### config.mk
export PLATFORM = sky130hd
export DESIGN_NAME = wb_master_sched_flat
export DESIGN_NICKNAME = d
export VERILOG_FILES = /design/src/rtl/wb_master_sched_if.sv /design/src/rtl/wb_master_sched.sv /design/src/flat_wrapper.sv
export SDC_FILE = /design/constraint.sdc
export NUM_CORES = 1
export LEC_CHECK = 0
export ABC_AREA = 1
export CELL_PAD_IN_SITES_DETAIL_PLACEMENT = 1
export CELL_PAD_IN_SITES_GLOBAL_PLACEMENT = 2
export CORE_UTILIZATION = 31
export CTS_BUF_LIST = sky130_fd_sc_hd__clkbuf_4 sky130_fd_sc_hd__clkbuf_8
export CTS_CLUSTER_DIAMETER = 80
export DETAILED_ROUTE_END_ITERATION = 8
export PLACE_DENSITY_LB_ADDON = 0.1
export SLEW_MARGIN = 10
export SYNTH_ARGS = -nofsm -noshare
export SYNTH_HDL_FRONTEND = slang
export SYNTH_SLANG_ARGS = --single-unit
export TNS_END_PERCENT = 5
### constraint.sdc
create_clock -name wb_clk -period 1.93 [get_ports wb_clk]
set_clock_uncertainty 0.15 [all_clocks]
set_input_delay 0.193 -clock wb_clk [delete_from_list [all_inputs] [get_ports wb_clk]]
set_output_delay 0.193 -clock wb_clk [all_outputs]
set_load 0.05 [all_outputs]
### src/rtl/wb_master_sched_if.sv
// Bundle of the scheduler's master-side request lines, slave-side ack and the
// gated bus/ownership outputs that feed the address decoder.
interface wb_master_sched_if;
  localparam int unsigned N_M  = 4;
  localparam int unsigned ID_W = 2;

  logic [N_M-1:0]  m_cyc;
  logic [N_M-1:0]  m_stb;
  logic            s_ack;
  logic            s_cyc;
  logic            s_stb;
  logic [N_M-1:0]  grant;
  logic [ID_W-1:0] grant_id;
  logic [N_M-1:0]  m_ack;
  logic [N_M-1:0]  m_err;
  logic            timeout;
  logic            busy;

  // Scheduler side: consumes requests and ack, drives the gated bus and ownership.
  modport master (
    input  m_cyc, m_stb, s_ack,
    output s_cyc, s_stb, grant, grant_id, m_ack, m_err, timeout, busy
  );

  // Environment side: masters and slave drive requests/ack, observe the scheduler.
  modport slave (
    output m_cyc, m_stb, s_ack,
    input  s_cyc, s_stb, grant, grant_id, m_ack, m_err, timeout, busy
  );
endinterface

### src/rtl/wb_master_sched.sv
// Round-robin owner scheduler for four Wishbone masters: holds ownership for a
// whole cyc period, forwards cyc/stb/ack and aborts stalled transfers via a watchdog.
module wb_master_sched #(
  parameter int unsigned TIMEOUT  = 255,
  parameter int unsigned TO_WIDTH = 8
) (
  input  logic              wb_clk,
  input  logic              wb_rst_n,
  wb_master_sched_if.master bus
);
  localparam int unsigned N_M  = 4;
  localparam int unsigned ID_W = 2;

  typedef enum logic [1:0] {
    IDLE  = 2'd0,
    GRANT = 2'd1,
    ABORT = 2'd2
  } state_t;

  state_t              state;
  state_t              state_nxt;
  logic [N_M-1:0]      grant_q;
  logic [N_M-1:0]      grant_nxt;
  logic [ID_W-1:0]     grant_id_q;
  logic [ID_W-1:0]     grant_id_nxt;
  logic [ID_W-1:0]     last_id_q;
  logic [ID_W-1:0]     last_id_nxt;
  logic [TO_WIDTH-1:0] wd_q;
  logic [TO_WIDTH-1:0] wd_nxt;
  logic [N_M-1:0]      err_q;
  logic [N_M-1:0]      err_nxt;
  logic                timeout_q;
  logic                timeout_nxt;
  logic                busy_q;
  logic                busy_nxt;

  logic [ID_W-1:0]     pick_id;
  logic [ID_W-1:0]     cand;
  logic                pick_vld;
  logic                own_cyc;
  logic                own_stb;
  logic                stall;
  logic                wd_hit;
  logic                in_grant;

  assign own_cyc  = bus.m_cyc[grant_id_q];
  assign own_stb  = bus.m_stb[grant_id_q];
  assign stall    = own_stb & ~bus.s_ack;
  assign wd_hit   = (wd_q == TO_WIDTH'(TIMEOUT));
  assign in_grant = (state == GRANT);

  // Round-robin pick: first requester after the previous owner, wrapping mod 4.
  always_comb begin
    pick_id  = '0;
    pick_vld = 1'b0;
    cand     = '0;
    for (int unsigned i = 1; i <= N_M; i++) begin
      cand = last_id_q + ID_W'(i);
      if (!pick_vld && bus.m_cyc[cand]) begin
        pick_vld = 1'b1;
        pick_id  = cand;
      end
    end
  end

  always_ff @(posedge wb_clk) begin
    if (!wb_rst_n) begin
      state <= IDLE;
    end else begin
      state <= state_nxt;
    end
  end

  // Next state plus next values of every registered output and the watchdog.
  always_comb begin
    state_nxt    = state;
    grant_nxt    = grant_q;
    grant_id_nxt = grant_id_q;
    last_id_nxt  = last_id_q;
    wd_nxt       = wd_q;
    err_nxt      = '0;
    timeout_nxt  = 1'b0;

    unique case (state)
      IDLE: begin
        if (pick_vld) begin
          state_nxt          = GRANT;
          grant_nxt          = '0;
          grant_nxt[pick_id] = 1'b1;
          grant_id_nxt       = pick_id;
          last_id_nxt        = pick_id;
          wd_nxt             = '0;
        end
      end

      GRANT: begin
        if (!own_cyc) begin
          state_nxt = IDLE;
          grant_nxt = '0;
          wd_nxt    = '0;
        end else if (wd_hit) begin
          // The err pulse is visible this cycle; the owner is cut off from the next one.
          state_nxt = ABORT;
        end else if (stall) begin
          if (wd_q != '1) begin
            wd_nxt = wd_q + TO_WIDTH'(1);
          end
          if (wd_q == TO_WIDTH'(TIMEOUT - 1)) begin
            err_nxt     = grant_q;
            timeout_nxt = 1'b1;
          end
        end else begin
          wd_nxt = '0;
        end
      end

      ABORT: begin
        if (!own_cyc) begin
          state_nxt = IDLE;
          grant_nxt = '0;
          wd_nxt    = '0;
        end
      end

      default: begin
        state_nxt = IDLE;
        grant_nxt = '0;
        wd_nxt    = '0;
      end
    endcase

    busy_nxt = (state_nxt != IDLE);
  end

  always_ff @(posedge wb_clk) begin
    if (!wb_rst_n) begin
      grant_q    <= '0;
      grant_id_q <= '0;
      last_id_q  <= ID_W'(N_M - 1);
      wd_q       <= '0;
      err_q      <= '0;
      timeout_q  <= 1'b0;
      busy_q     <= 1'b0;
    end else begin
      grant_q    <= grant_nxt;
      grant_id_q <= grant_id_nxt;
      last_id_q  <= last_id_nxt;
      wd_q       <= wd_nxt;
      err_q      <= err_nxt;
      timeout_q  <= timeout_nxt;
      busy_q     <= busy_nxt;
    end
  end

  // Forwarding is combinational and only while the owner is live (not aborted).
  assign bus.s_cyc    = in_grant & own_cyc;
  assign bus.s_stb    = in_grant & own_stb;
  assign bus.m_ack    = grant_q & {N_M{in_grant & bus.s_ack}};
  assign bus.grant    = grant_q;
  assign bus.grant_id = grant_id_q;
  assign bus.m_err    = err_q;
  assign bus.timeout  = timeout_q;
  assign bus.busy     = busy_q;

  a_grant_onehot: assert property (@(posedge wb_clk) disable iff (!wb_rst_n)
    $onehot0(grant_q));

  a_timeout_pulse: assert property (@(posedge wb_clk) disable iff (!wb_rst_n)
    timeout_q |=> !timeout_q);

endmodule

### src/flat_wrapper.sv
// flat-port wrapper written by rule: the top's interface ports become plain ports
module wb_master_sched_flat 
#(
  parameter int unsigned TIMEOUT  = 255,
  parameter int unsigned TO_WIDTH = 8
)
  (wb_clk, wb_rst_n, bus_m_cyc, bus_m_stb, bus_s_ack, bus_s_cyc, bus_s_stb, bus_grant, bus_grant_id, bus_m_ack, bus_m_err, bus_timeout, bus_busy);
  wb_master_sched_if bus_i ();
  input  logic wb_clk;
  input  logic wb_rst_n;
  input wire logic [$bits(bus_i.m_cyc)-1:0] bus_m_cyc;
  input wire logic [$bits(bus_i.m_stb)-1:0] bus_m_stb;
  input wire logic [$bits(bus_i.s_ack)-1:0] bus_s_ack;
  output wire logic [$bits(bus_i.s_cyc)-1:0] bus_s_cyc;
  output wire logic [$bits(bus_i.s_stb)-1:0] bus_s_stb;
  output wire logic [$bits(bus_i.grant)-1:0] bus_grant;
  output wire logic [$bits(bus_i.grant_id)-1:0] bus_grant_id;
  output wire logic [$bits(bus_i.m_ack)-1:0] bus_m_ack;
  output wire logic [$bits(bus_i.m_err)-1:0] bus_m_err;
  output wire logic [$bits(bus_i.timeout)-1:0] bus_timeout;
  output wire logic [$bits(bus_i.busy)-1:0] bus_busy;
  assign bus_i.m_cyc = bus_m_cyc;
  assign bus_i.m_stb = bus_m_stb;
  assign bus_i.s_ack = bus_s_ack;
  assign bus_s_cyc = bus_i.s_cyc;
  assign bus_s_stb = bus_i.s_stb;
  assign bus_grant = bus_i.grant;
  assign bus_grant_id = bus_i.grant_id;
  assign bus_m_ack = bus_i.m_ack;
  assign bus_m_err = bus_i.m_err;
  assign bus_timeout = bus_i.timeout;
  assign bus_busy = bus_i.busy;
  wb_master_sched #(.TIMEOUT(TIMEOUT), .TO_WIDTH(TO_WIDTH)) u_core (.wb_clk(wb_clk), .wb_rst_n(wb_rst_n), .bus(bus_i));
endmodule
## Word-level counts from Yosys, hierarchy flattened

Cells that the tools add are included.

- Output and inout port bits: 18
- Logic and storage cells: 93
- Register bits: 24
- Input port bits: 11

- Eq/ne operators: 10
- Muxes and demuxes: 38
- $lt $le $gt $ge: 7
- Add/subtract/negate cells: 4
- Bitwise operators: 11
- Reduce and logical (&&, ||, !) cells: 15

Operator list:

| operator | count |
|---|---|
| $mux W8 | 6 |
| $pmux W8 S3 | 1 |
| $lt A2 B3 Y1 const B | 6 |
| $eq A8 B8 Y1 const B | 2 |
| $mux W2 | 8 |
| $bmux W1 S2 | 6 |
| $mux W1 | 12 |
| $add A8 B1 Y8 const B | 1 |
| $mux W4 | 2 |
| $ne A8 B8 Y1 const B | 1 |
| $pmux W4 S2 | 1 |
| $not A1 Y1 | 6 |
| $pmux W2 S3 | 1 |
| $reduce_or A6 Y1 | 1 |
| $reduce_or A5 Y1 | 1 |
| $add A2 B2 Y2 const B | 2 |
| $and A1 B1 Y1 | 4 |
| $and A4 B4 Y4 | 1 |
| $logic_and A1 B1 Y1 | 4 |
| $ne A2 B2 Y1 const B | 2 |
| $ne A4 B4 Y1 const B | 1 |
| $reduce_and A2 Y1 | 2 |
| $reduce_and A4 Y1 | 1 |
| $logic_not A1 Y1 | 3 |
| 10 further kinds | 10 |

## Logic depth before layout (Yosys ltp)

- Word-level depth: 19
- Mapped depth: 13
- Gate-level depth less buffers: 12

## Least setup slack after synthesis

OpenSTA, ideal clock, no wires.

- Path kind: reg-to-reg
- Start: reg u_core.grant_id_q[0], in the netlist u_core.bus.grant_id[0]
- End: reg u_core.wd_q[0]
- Required time: 1.665 ns
- Cell stages (with the launch flop): 10
- Path buffers: 1
- Period minus slack after synthesis: 2.156 ns
- Library setup time: 0.115 ns
- Data arrival time: 1.892 ns
- Slack: -0.226 ns
- Cell sequence: dfxtp_1 > a21oi_1 > o21ai_2 > nand2_4 > nor2_8 > nand2_2 > nand3_4 > buf_8 > a21oi_1 > o21a_1

- Cells in the longest elaborated chain, start to end: 7
- Elaborated cells between the ends (all ways): 13

Ends and longest elaborated chain:

| what | line | RTL |
|---|---|---|
| start, declared | wb_master_sched.sv:24 | `logic [ID_W-1:0] grant_id_q;` |
| start signal, assigned | wb_master_sched.sv:146 | `grant_id_q <= grant_id_nxt;` |
| $bmux W1 S2 | wb_master_sched.sv:47 | `assign own_stb = bus.m_stb[grant_id_q];` |
| $mux W1 (not written as such) | wb_master_sched.sv:47 |  |
| $and A1 B1 Y1 | wb_master_sched.sv:48 | `assign stall = own_stb & ~bus.s_ack;` |
| $mux W8 | wb_master_sched.sv:104 | `end else if (stall) begin` |
| $mux W8 | wb_master_sched.sv:101 | `end else if (wd_hit) begin` |
| $mux W8 | wb_master_sched.sv:97 | `if (!own_cyc) begin` |
| $pmux W8 S3 | wb_master_sched.sv:84 | `unique case (state)` |
| end signal, assigned | wb_master_sched.sv:148 | `wd_q <= wd_nxt;` |
| end, declared | wb_master_sched.sv:28 | `logic [TO_WIDTH-1:0] wd_q;` |

Parallel ways exist; a longest one is shown, timed or not. The select of a mux whose other input is x is not followed.
A chain may end at the register's enable or synchronous reset.

## Worst setup path after layout

- Start: in bus_m_cyc[3]
- End: out bus_s_cyc

- Cells in the longest elaborated chain, start to end: 3

Ends and longest elaborated chain:

| what | line | RTL |
|---|---|---|
| start, declared | flat_wrapper.sv:11 | `input wire logic [$bits(bus_i.m_cyc)-1:0] bus_m_cyc;` |
| $bmux W1 S2 | wb_master_sched.sv:46 | `assign own_cyc = bus.m_cyc[grant_id_q];` |
| $mux W1 (not written as such) | wb_master_sched.sv:46 |  |
| $and A1 B1 Y1 | wb_master_sched.sv:156 | `assign bus.s_cyc = in_grant & own_cyc;` |
| end, declared | flat_wrapper.sv:14 | `output wire logic [$bits(bus_i.s_cyc)-1:0] bus_s_cyc;` |

No other way between the ends. The select of a mux whose other input is x is not followed.

==> results_dict.tcl <==
set metrics [dict create \
    status "finished clean" \
    yosysTopAreaCellShare_pct 28.1 \
    fin_area_mm2 0.00229 \
    grt_max_degree 14 \
    critPathMaxFanout 4 \
    cts_tree "built" \
    endpoint "bus_s_cyc" \
    yosys-top-cells-area "dfxtp_1 28%, nand2_1 11%, inv_1 6.8%" \
    ys_ff_latch 24 \
    path_clk_slew_ns 0.09 \
    synth_edf_count 0 \
    h-tree-depth 1 \
    relSlewSlack_pct 66.0 \
    r2r_end "u_core.wd_q[0]" \
    regToRegStartpoint "u_core.last_id_q[1]" \
    drt_iter0_markers 47 \
    ys_warn_count 0 \
    worstSetupStartpointType "input pin" \
    antenna_found_initial 0 \
    track_usage_pct 16.0 \
    arrival_ns 1.52 \
    synth_compound_area_share_pct 13.6 \
    yosysMostFrequentCell "nand2_1" \
    r2r_cells 10 \
    finalNetCount 298 \
    place_area_mm2 0.00222 \
    die_h_um 76.3 \
    fin_crit_ns 1.86 \
    ant_nets 0 \
    floorplan.initialDensity_pct 32.9 \
    synth_xor_area_share_pct 0.512 \
    worst_pin_slew_ns 0.508 \
    port_buffers 28 \
    max_freq_mhz 537 \
    async_flop_share_pct 0 \
    p_per_area_mw_per_mm2 1440 \
    synth_top_family_by_area "simple AND/OR/NAND/NOR gates" \
    rsz0062_at_grt "true" \
    setup_viol 0 \
    cts.path.max_buffers 2 \
    max-cap-violations 0 \
    dieArea_mm2 0.00582 \
    syn-cell-area_mm2 0.00171 \
    final_cells 350 \
    timing.reg2reg.setup_slack_ns 0.14 \
    timing.final.crit_share_pct 96.5 \
    synthFlopType "dfxtp_1" \
    detailed_place_hpwl_mm 3.68 \
    synth_top_area_cell "dfxtp_1" \
    crit_required_ns 1.59 \
    grt_pass1_vias 1633 \
    slew_violations 0 \
    area_delta_synth_final_pct 34.2 \
    peakVddDrop_mv 0.611 \
    fp-row-count 26 \
    synth_mux_area_share_pct 0 \
    synth-simple-area-share_pct 42.9 \
    syn_nets 253 \
    routabilityCongestion 0.729 \
    die-width_um 76.3 \
    setup.worst_path.end_class "primary output" \
    yosysUniqueCellTypes 32 \
    cts-root-buf "clkbuf_8" \
    worstSetupStartpoint "bus_m_cyc[3]" \
    drcViolationCount 0 \
    synth_adder_area_share_pct 4.39 \
    vias 1626 \
    clock-sinks 24 \
    worstSkewPairLatency_ns 0.27 \
    grt_overflow 0 \
    routed_via_density 4.65 \
    dr.pass1.iters 4 \
    ios 29 \
    yosys-top-cells-count "51 x nand2_1, 31 x inv_1, 26 x nor2_1" \
    hp-class "flop to flop" \
    finalPower_uw 3310 \
    core_mm2 0.00520 \
    drive_gt1_share_pct 27.9 \
    crit_type "input pin to primary output" \
    ys_seq_area_share_pct 28.1 \
    post_cts_buffers 0 \
    antenna-diode-count 0 \
    syn_avg_cell_area_um2 7.25 \
    hold_ws_ns 0.331 \
    hold_viol 0 \
    wl_per_cell_um 12.6 \
    syn-instance-count 236 \
    routed_wl_mm 4.42 \
    placedCellCount 345 \
    cts_made_buffers 3 \
    cellLeakagePower_uw 0.00101 \
    grt_pass1_wl_mm 7.61 \
]
## area by class of cell
cell class | count | area, um2
tap | 70 | 87.6
inverter | 36 | 143
clock buffer | 4 | 55.1
timing repair buffer | 42 | 457
fill | 669 | 2910
sequential | 24 | 484
multi-input combinational | 174 | 1070
## how the worst min path moves through the flow
stage	from	to	slack (ns)	cells after the start
6_report	u_core.bus.grant[0]	u_core.bus.grant[0]	0.33	2
2_1_floorplan	bus_s_ack	u_core.bus.timeout	0.26	2
5_1_grt	u_core.bus.grant[3]	u_core.bus.m_err[3]	0.36	2
3_5_place_dp	u_core.bus.grant[0]	u_core.bus.grant[0]	0.32	2
4_1_cts	u_core.bus.grant[0]	u_core.bus.grant[0]	0.34	2
3_3_place_gp	u_core.bus.grant[2]	u_core.bus.grant[2]	0.32	2
## layout by cell type (no fill, tap or decap), drive strengths merged, types with 2 or more instances in the layout
master         count
o21ai             11
inv               35
nor3               3
ha                 6
o21a               3
buf               21
nor2              29
a21oi             16
a31oi              2
clkbuf             4
nand4              8
o211ai             2
clkdlybuf4s50     19
nand2             75
dfxtp             24
nand3             15
## per-stage QoR
stage / setup WS [ns] / util [%] / setup TNS [ns]
global placement: -0.159 / 42.6 / -1.99
global route: -0.0107 / 44.1 / -0.0107
detailed placement: -0.148 / 42.6 / -2.38
CTS: 0.0354 / 43.7 / 0
floorplan: 0.0282 / - / 0
finish: 0.0678 / 44.1 / 0
## sequential cells by signal, summed over array words and instances (netlist names)
name and count:
u_core.state 2, u_core.bus.m_err 4, u_core.last_id_q 2, u_core.bus.timeout 1
u_core.wd_q 8, u_core.bus.busy 1, u_core.bus.grant_id 2, u_core.bus.grant 4
## cell families after synthesis
kind of cell,after synthesis
flip-flops,24
XOR/XNOR,1
AND/OR/NAND/NOR,132
adder cells (fa/ha/maj),6
AO/OA/AOI/OAI,34
buffers and inverters,39
## layer usage
layer | GRT usage, % | vias to the layer above | part of all wire (%) | routed length (um)
met1 | 21.8 | 751 | 53 | 2340
li1 | - | 848 | - | -
met3 | 2.28 | 2 | 2.2 | 97
met5 | 0 | - | 0 | 0
met2 | 27.0 | 25 | 44 | 1960
met4 | 2.88 | 0 | 0.48 | 21
## repair_timing
action                     4_1_cts  5_1_grt
resized for setup                1        5
setup endpoints to repair        1        8
hold buffers                     0        0
cloned                           0        1
pin swaps                        0        2
## where the power goes
group	internal (uW)	switching, uW	leakage (uW)	total, uW
Combinational	820	1440	0.000782	2260
Sequential	604	103	0.000196	707
Clock	182	163	0.0000288	345
## worst max-delay path, stage by stage
cell,delay [ns]
clkdlybuf4s50_1,0.58
a21oi_1,0.12
o21ai_2,0.10
nand2_4,0.11
nor2_8,0.12
buf_4,0.15
buf_12,0.13
Power figures use the tool's default switching activity.
